### src/rtl/io_switch_pkg.sv
// Shared types and helpers for the N-port streaming crossbar.
package io_switch_pkg;

    localparam int   MAX_PORT_W = 8;
    localparam logic RESET_EN   = 1'b1;

    typedef struct packed {
        logic                  en;
        logic [MAX_PORT_W-1:0] sel;
    } route_entry_t;

    function automatic int port_w(input int n);
        return (n > 2) ? $clog2(n) : 1;
    endfunction

endpackage

### src/rtl/io_switch_skid_fifo.sv
// Two-entry output buffer: registered head drives the output directly.
module io_switch_skid_fifo #(
    parameter int DATA_WIDTH = 32
) (
    input  logic                  clk,
    input  logic                  rst,
    input  logic                  push,
    input  logic [DATA_WIDTH-1:0] push_data,
    input  logic                  pop_ready,
    output logic                  out_valid,
    output logic [DATA_WIDTH-1:0] out_data,
    output logic [1:0]            count
);

    logic [DATA_WIDTH-1:0] head_r;
    logic [DATA_WIDTH-1:0] tail_r;
    logic [1:0]            count_r;
    logic                  pop_s;

    assign pop_s     = (count_r != 2'd0) && pop_ready;
    assign out_valid = (count_r != 2'd0);
    assign out_data  = head_r;
    assign count     = count_r;

    // Storage and occupancy; upstream never pushes into a full buffer.
    always_ff @(posedge clk) begin
        if (!rst) begin
            head_r  <= '0;
            tail_r  <= '0;
            count_r <= 2'd0;
        end else begin
            case ({push, pop_s})
                2'b10: begin
                    if (count_r == 2'd0) begin
                        head_r <= push_data;
                    end else begin
                        tail_r <= push_data;
                    end
                    count_r <= count_r + 2'd1;
                end
                2'b01: begin
                    head_r  <= tail_r;
                    count_r <= count_r - 2'd1;
                end
                2'b11: begin
                    if (count_r == 2'd1) begin
                        head_r <= push_data;
                    end else begin
                        head_r <= tail_r;
                        tail_r <= push_data;
                    end
                end
                default: begin
                    count_r <= count_r;
                end
            endcase
        end
    end

endmodule

### src/rtl/io_switch_nxn.sv
// N-port valid/ready crossbar with per-output routing, broadcast and
// drain-safe route changes.
module io_switch_nxn
    import io_switch_pkg::*;
#(
    parameter int DATA_WIDTH = 32,
    parameter int NUM_PORTS  = 4,
    parameter int PORT_W     = port_w(NUM_PORTS)
) (
    input  logic                            clk,
    input  logic                            rst,
    input  logic [PORT_W-1:0]               ctrl_addr,
    input  logic                            ctrl_wr_en,
    input  logic [PORT_W:0]                 ctrl_wr_data,
    output logic [NUM_PORTS-1:0]            route_pending,
    input  logic [NUM_PORTS*DATA_WIDTH-1:0] in_data,
    input  logic [NUM_PORTS-1:0]            in_valid,
    output logic [NUM_PORTS-1:0]            in_ready,
    output logic [NUM_PORTS*DATA_WIDTH-1:0] out_data,
    output logic [NUM_PORTS-1:0]            out_valid,
    input  logic [NUM_PORTS-1:0]            out_ready
);

    route_entry_t                     route_r      [NUM_PORTS];
    route_entry_t                     pend_entry_r [NUM_PORTS];
    logic [NUM_PORTS-1:0]             route_pending_r;
    route_entry_t                     wr_entry_s;
    logic [NUM_PORTS-1:0]             wr_hit_s;
    logic [NUM_PORTS*NUM_PORTS-1:0]   sub_s;
    logic [NUM_PORTS-1:0]             has_sub_s;
    logic [NUM_PORTS-1:0]             full_sub_s;
    logic [NUM_PORTS-1:0]             xfer_s;
    logic [NUM_PORTS-1:0]             push_s;
    logic [DATA_WIDTH-1:0]            in_arr_s     [NUM_PORTS];
    logic [DATA_WIDTH-1:0]            push_data_s  [NUM_PORTS];
    logic [1:0]                       count_s      [NUM_PORTS];

    assign wr_entry_s    = '{en: ctrl_wr_data[PORT_W], sel: MAX_PORT_W'(ctrl_wr_data[PORT_W-1:0])};
    assign route_pending = route_pending_r;
    assign in_ready      = {NUM_PORTS{rst}} & has_sub_s & ~full_sub_s;
    assign xfer_s        = in_valid & in_ready;

    // Subscription matrix (bit o*N+i: output o listens to input i) and its per-input reduction.
    always_comb begin
        sub_s      = '0;
        has_sub_s  = '0;
        full_sub_s = '0;
        wr_hit_s   = '0;
        for (int o = 0; o < NUM_PORTS; o++) begin
            wr_hit_s[o] = ctrl_wr_en && (ctrl_addr == PORT_W'(o));
            for (int i = 0; i < NUM_PORTS; i++) begin
                sub_s[o*NUM_PORTS+i] = route_r[o].en && !route_pending_r[o] &&
                                       (route_r[o].sel == MAX_PORT_W'(i));
                has_sub_s[i]  = has_sub_s[i] | sub_s[o*NUM_PORTS+i];
                full_sub_s[i] = full_sub_s[i] | (sub_s[o*NUM_PORTS+i] & (count_s[o] == 2'd2));
            end
        end
    end

    // A transfer on an input pushes into every subscribed output at the same edge.
    always_comb begin
        for (int o = 0; o < NUM_PORTS; o++) begin
            push_s[o]      = |(sub_s[o*NUM_PORTS +: NUM_PORTS] & xfer_s);
            push_data_s[o] = in_arr_s[route_r[o].sel[PORT_W-1:0]];
        end
    end

    // Routing table: a write parks in pending; the swap waits for the output to drain.
    always_ff @(posedge clk) begin
        if (!rst) begin
            for (int o = 0; o < NUM_PORTS; o++) begin
                route_r[o]      <= '{en: RESET_EN, sel: MAX_PORT_W'(o)};
                pend_entry_r[o] <= '{en: RESET_EN, sel: MAX_PORT_W'(o)};
            end
            route_pending_r <= '0;
        end else begin
            for (int o = 0; o < NUM_PORTS; o++) begin
                if (wr_hit_s[o]) begin
                    pend_entry_r[o]    <= wr_entry_s;
                    route_pending_r[o] <= 1'b1;
                end else if (route_pending_r[o] && (count_s[o] == 2'd0)) begin
                    route_r[o]         <= pend_entry_r[o];
                    route_pending_r[o] <= 1'b0;
                end else begin
                    route_pending_r[o] <= route_pending_r[o];
                end
            end
        end
    end

    for (genvar p = 0; p < NUM_PORTS; p++) begin : g_port
        assign in_arr_s[p] = in_data[p*DATA_WIDTH +: DATA_WIDTH];

        io_switch_skid_fifo #(
            .DATA_WIDTH (DATA_WIDTH)
        ) u_fifo (
            .clk       (clk),
            .rst       (rst),
            .push      (push_s[p]),
            .push_data (push_data_s[p]),
            .pop_ready (out_ready[p]),
            .out_valid (out_valid[p]),
            .out_data  (out_data[p*DATA_WIDTH +: DATA_WIDTH]),
            .count     (count_s[p])
        );
    end

endmodule

### config.mk
export PLATFORM = sky130hd
export DESIGN_NAME = io_switch_nxn
export DESIGN_NICKNAME = d
export VERILOG_FILES = /design/src/rtl/io_switch_pkg.sv /design/src/rtl/io_switch_skid_fifo.sv /design/src/rtl/io_switch_nxn.sv
export SDC_FILE = /design/constraint.sdc
export NUM_CORES = 1
export LEC_CHECK = 0
export BUFFER_PORTS_ARGS = -buffer_cell sky130_fd_sc_hd__buf_2
export CORE_MARGIN = 2
export CORE_UTILIZATION = 25
export DETAILED_ROUTE_END_ITERATION = 10
export SLEW_MARGIN = 15
export SYNTH_ARGS = -nofsm -noshare
export SYNTH_HDL_FRONTEND = slang
export SYNTH_SLANG_ARGS = --single-unit
### constraint.sdc
create_clock -name clk -period 5.85 [get_ports clk]
set_clock_uncertainty 0.1 [all_clocks]
set_input_delay 0.585 -clock clk [delete_from_list [all_inputs] [get_ports clk]]
set_output_delay 0.585 -clock clk [all_outputs]
set_load 0.01 [all_outputs]
Word level (Yosys, flattened, before mapping) --
Memory sizes are Yosys's and may differ from the RTL's. Index checks and enable logic that the tools add are counted.
Cells by class: add/sub/neg operators 8, order comparisons 4, equal/unequal tests 47, multiplexer cells 85, bitwise gates (word level) 60, reduce and logical (&&, ||, !) cells 77
Operators with widths (number):
- 2-to-1 mux 32 bit | 24
- case mux 32 bit (3 select lines) | 4
- binary-select mux 32 bit (select 2 bit) | 4
- case mux 32 bit (2 select lines) | 4
- == test 8 x 2 -> 1 bit, second input constant | 8
- 2-to-1 mux 1 bit | 37
- 2-to-1 mux 9 bit | 4
- == test 8 x 1 -> 1 bit, second input constant | 4
- logical AND 1 bit | 32
- zero test 8 bit | 4
- bitwise OR 1 bit | 32
- nonzero test 2 bit | 16
- AND 4 bit | 7
- == test 2 bit, second input constant | 14
- != test 2 bit, second input constant | 12
- == test 2 x 1 -> 1 bit, second input constant | 9
- AND 1 bit | 16
- case mux 2 bit (2 select lines) | 4
- OR reduction 4 bit | 4
- >= comparator 3 bit, second input constant | 4
- 2-to-1 mux 3 bit | 4
- NOT 2 -> 3 bit | 4
- AND reduction 3 bit | 4
- nonzero test 3 bit | 4
- other kinds (6) | 22
Storage, ports and cells: register bits 268, bits in writable memories 48, output and inout port bits 140, logic and storage cells 299, memories kept 2
Memory list:
- route_r | depth 4, bits a word 9, rd ports 4, clocked after Yosys merged registers in 0, write ports 4, line io_switch_nxn.sv:24 | route_entry_t route_r [NUM_PORTS];
- pend_entry_r | depth 4, bits a word 3, rd ports 4, clocked after Yosys merged registers in 0, write ports 4, line io_switch_nxn.sv:25 | route_entry_t pend_entry_r [NUM_PORTS];

Longest topological paths before layout --
depth after elaboration 15, gate-level depth with buffers 15

By module --
A second synthesis with hierarchy kept.
Unflattened totals: cell total of the unflattened synthesis 1589, area, all modules 15528.6 um2
Modules (own cells, without submodules):
- io_switch_skid_fifo | times used 4, cells each 313, area each 2697.6 um2, sequential area each 1321.3 um2
- io_switch_nxn | times used 1, cells each 337, area each 4738.3 um2, sequential area each 800.8 um2

Worst setup path before layout --
OpenSTA, ideal clock, no wires.
path kind register to register, from mem route_r[3][1] in the netlist's numbering, to reg g_port[2].u_fifo.tail_r[10], setup time 69 ps, data arrival time 3240 ps, setup slack 2441 ps, cell stages (with the launch flop) 13, period minus slack after synthesis 3409 ps, path through edfxtp_1 > buf_2 > nor4bb_1 > or4_1 > and4_1 > and3_1 > or3_1 > ha_1 > or4_1 > clkbuf_1 > and2_4 > buf_6 > o21ai_1
RTL lines:
- from (decl) | line io_switch_nxn.sv:24
- to (signal assigned) | line io_switch_skid_fifo.sv:37 | tail_r <= push_data;
- to (signal assigned) | line io_switch_skid_fifo.sv:50 | tail_r <= push_data;
- to (decl) | line io_switch_skid_fifo.sv:16 | logic [DATA_WIDTH-1:0] tail_r;

==> flow_metrics.py <==
metrics = {
    "global_routing": {
        "grt_pass1_vias": 13800,
        "overflow": 0,
        "grt_usage": 0.1803,
        "grt_max_degree": 109,
        "antenna_found_initial": 10,
        "grt_pass1_wl_um": 90510,
    },
    "critical_path": {
        "end_kind": "register",
        "cpPeakStageDelay_ns": 0.86,
        "crit_arrival_ns": 4.78,
        "cp_top_family": "simple AND/OR/NAND/NOR gates",
        "start_kind": "register",
        "cp_cell_sequence": "buf_4 > nor4b_1 > a22oi_1 > and4_1 > a22o_1 > or3_1 > ha_1 > or4_1 > and2_4 > o21ai_1",
        "slowest_stage": "or4_1",
        "worst-path-buf-inv": 1,
        "worstPathRequired_ns": 6.21,
        "worstPathMaxFanout": 32,
        "path_class": "reg2reg",
    },
    "yosys": {
        "synthArstFlopShare": 0,
        "synth.distinct_cells": 45,
        "ys.flop_type": "dfxtp_1",
        "synth-seq-cells": 292,
        "ys_warn_count": 0,
        "syn_inst": 1631,
        "avgSynthCellArea_sq_um": 9.710,
        "netlist_area_sq_um": 15840,
        "synth-edff-count": 24,
        "seq_area_frac_synth": 0.3843,
        "synthesis.nets": 1799,
    },
    "route": {
        "wirelength_um": 60310,
        "first_iter_violations": 1213,
        "drtAntennaViolNets": 0,
        "drc": 0,
        "avgRoutedWirePerCell_um": 22.44,
        "vias": 14190,
        "first_pass_iters": 5,
        "vias_per_cell": 5.278,
    },
    "timing": {
        "layout_min_cycle_time_ns": 4.420,
        "worst_pin_slew_ns": 1.156,
        "rsz0062_at_grt": "false",
        "fin_setup_tns_ns": 0,
        "drv_slew": 0,
        "max_slew_margin": 0.2278,
        "finalHoldWorstSlack_ns": 0.2527,
        "fmax_ghz": 0.2262,
        "hold_viol": 0,
        "timing.final.crit_share": 0.7556,
        "finalSetupViolations": 0,
    },
    "power": {
        "p_seq_frac": 0.347,
        "p_leak_nw": 8.267,
        "clkPwrFrac": 0.270,
        "combPwrFrac": 0.383,
        "power_density_nw_per_um2": 432.6,
        "intPower_mw": 5.029,
        "netSwitchingPower_mw": 3.232,
        "switching_share": 0.3913,
        "ir_drop_mv": 0.2878,
    },
    "placed_design": {
        "dp_hpwl_um": 43680,
        "gp_congestion": 0.8349,
        "numPortBuffers": 283,
    },
    "clock_tree": {
        "cts_made_buffers": 36,
        "cts_tree": "done",
        "cts_sinks": 292,
        "cts_hold_buf": 0,
        "clock_latency_ns": 0.55,
        "clk_pin_slew_ns": 0.06,
        "cts-root-buf": "clkbuf_16",
        "post_cts_buffers": 0,
        "clk_path_buf_depth": 3,
        "h-tree-depth": 2,
        "postCtsResizedCells": 0,
    },
    "run": {
        "drv_cap": 0,
    },
    "status": {
        "run_status": "complete, no violations",
    },
    "die": {
        "die-area_sq_um": 65370,
        "die_w_um": 255.7,
        "row_count": 92,
        "die_y_um": 255.7,
        "initial_core_util": 0.2520,
        "ios": 284,
        "core_area_sq_um": 62850,
    },
    "finish": {
        "drive_gt1_frac": 0.2797,
        "multi_input_area_sq_um": 9064,
        "final_common_cell": "nand2_1",
        "layout_common_cells": "288 x nand2_1, 282 x buf_2, 268 x dfxtp_1",
        "seq_area_sq_um": 6086,
        "nets": 1980,
        "fillers": 6560,
        "syn_to_final_growth_pct": 20.61,
    },
    "hold_path": {
        "hold_path_class": "in2reg",
    },
}
==> metrics by stage <==
| stage | std cells | utilization | worst slack, ns | cell area (sq um) | power, mW |
|---|---|---|---|---|---|
| 3_3_place_gp | 2620 | 0.2852 | 1.538 | 17920 | 6.016 |
| 2_1_floorplan | 1631 | - | 2.441 | 15840 | 4.814 |
| 4_1_cts | 2684 | 0.3036 | 1.460 | 19080 | 8.353 |
| 5_1_grt | 2688 | 0.3039 | 1.206 | 19100 | 8.764 |
| 3_5_place_dp | 2620 | 0.2852 | 1.486 | 17920 | 6.095 |
| 6_report | 2688 | 0.3039 | 1.430 | 19100 | 8.262 |
==> cell type report <==
class | count | area share
Inverter | 25 | 0.004913
Multi-Input combinational cell | 1147 | 0.4745
Timing Repair Buffer | 310 | 0.08529
Clock inverter | 13 | 0.005175
Clock buffer | 51 | 0.05549
Sequential cell | 292 | 0.3186
Antenna cell | 4 | 0.0005241
Tap cell | 846 | 0.05542
==> cells in the mapped netlist, types with 4 or more instances <==
library cell | n | share of area
edfxtp_1 | 24 | 0.046
ha_1 | 24 | 0.019
buf_1 | 15 | 0.0036
buf_2 | 14 | 0.0044
xnor2_1 | 8 | 0.0044
nand3_1 | 133 | 0.042
a21boi_0 | 7 | 0.0033
a22oi_1 | 100 | 0.047
or3_1 | 8 | 0.0032
a21oi_1 | 8 | 0.0025
nor3_1 | 4 | 0.0013
nor4b_1 | 5 | 0.0028
clkbuf_1 | 131 | 0.031
nor4bb_1 | 8 | 0.0051
nor2_1 | 17 | 0.0040
nand4_1 | 42 | 0.017
nand2_1 | 288 | 0.068
and2_1 | 12 | 0.0047
or4_1 | 4 | 0.0019
a22o_1 | 34 | 0.019
mux4_2 | 128 | 0.18
buf_4 | 4 | 0.0019
o211a_1 | 96 | 0.061
and4_1 | 6 | 0.0033
o21ai_0 | 15 | 0.0047
inv_1 | 24 | 0.0057
and4b_1 | 4 | 0.0025
dfxtp_1 | 268 | 0.34
nand2b_1 | 6 | 0.0024
o21ai_1 | 154 | 0.049
or2_2 | 9 | 0.0036
nor2b_1 | 11 | 0.0043
==> worst register-to-register path: stages, from the launching register on <==
cell and delay, ns:
edfxtp_1 0.40, buf_4 0.25, nor4b_1 0.63, a22oi_1 0.22, and4_1 0.32, a22o_1 0.31
or3_1 0.38, ha_1 0.24, or4_1 0.86, and2_4 0.42, o21ai_1 0.22
==> worst paths after layout <==
check	from	end	slack, ns	cells after the start
setup / recovery	route_r[2][1]$_SDFFCE_PN1P_	g_port[2].u_fifo.tail_r[14]$_SDFFE_PN0P_	1.43	10
hold reg to reg	g_port[0].u_fifo.tail_r[19]$_SDFFE_PN0P_	g_port[0].u_fifo.tail_r[19]$_SDFFE_PN0P_	0.35	2
hold / removal	ctrl_wr_data[0]	pend_entry_r[1][0]$_SDFFCE_PN1P_	0.25	2
setup reg to reg	route_r[2][1]$_SDFFCE_PN1P_	g_port[2].u_fifo.tail_r[14]$_SDFFE_PN0P_	1.43	10
==> logic make-up (layout without fill, tap and decap cells) <==
| kind of cell | Yosys count | after routing | synth area share |
|---|---|---|---|
| other cells | 0 | 4 | 0 |
| simple gates | 562 | 562 | 0.1681 |
| buf+inv | 192 | 399 | 0.04898 |
| compound gates | 425 | 425 | 0.1933 |
| mux | 128 | 128 | 0.1820 |
| flops | 292 | 292 | 0.3843 |
| xor+xnor | 8 | 8 | 0.004425 |
| fa+ha+maj | 24 | 24 | 0.01896 |
==> registers in the layout, summed over array words and instances, names as in the netlist <==
name                    count
pend_entry_r               12
g_port.u_fifo.count         8
route_r                    12
route_pending               4
g_port.u_fifo.tail_r      128
g_port.u_fifo.out_data    128
==> layer usage <==
layer / global-route usage / up-vias / wire length [um]
li1: - / 6502 / -
met1: 0.2335 / 6960 / 25670
met2: 0.2922 / 607 / 27920
met3: 0.04773 / 105 / 4782
met4: 0.05799 / 12 / 1878
met5: 0 / - / 62
==> power groups by stage <==
stage,clock network (mW),registers (mW),logic (mW)
6_report,2.23,2.87,3.17
5_1_grt,2.36,2.94,3.47
4_1_cts,2.28,2.87,3.20
3_5_place_dp,0,2.91,3.19
3_3_place_gp,0,2.89,3.13
2_1_floorplan,0,3.03,1.79
(Power assumes the default switching activity.)
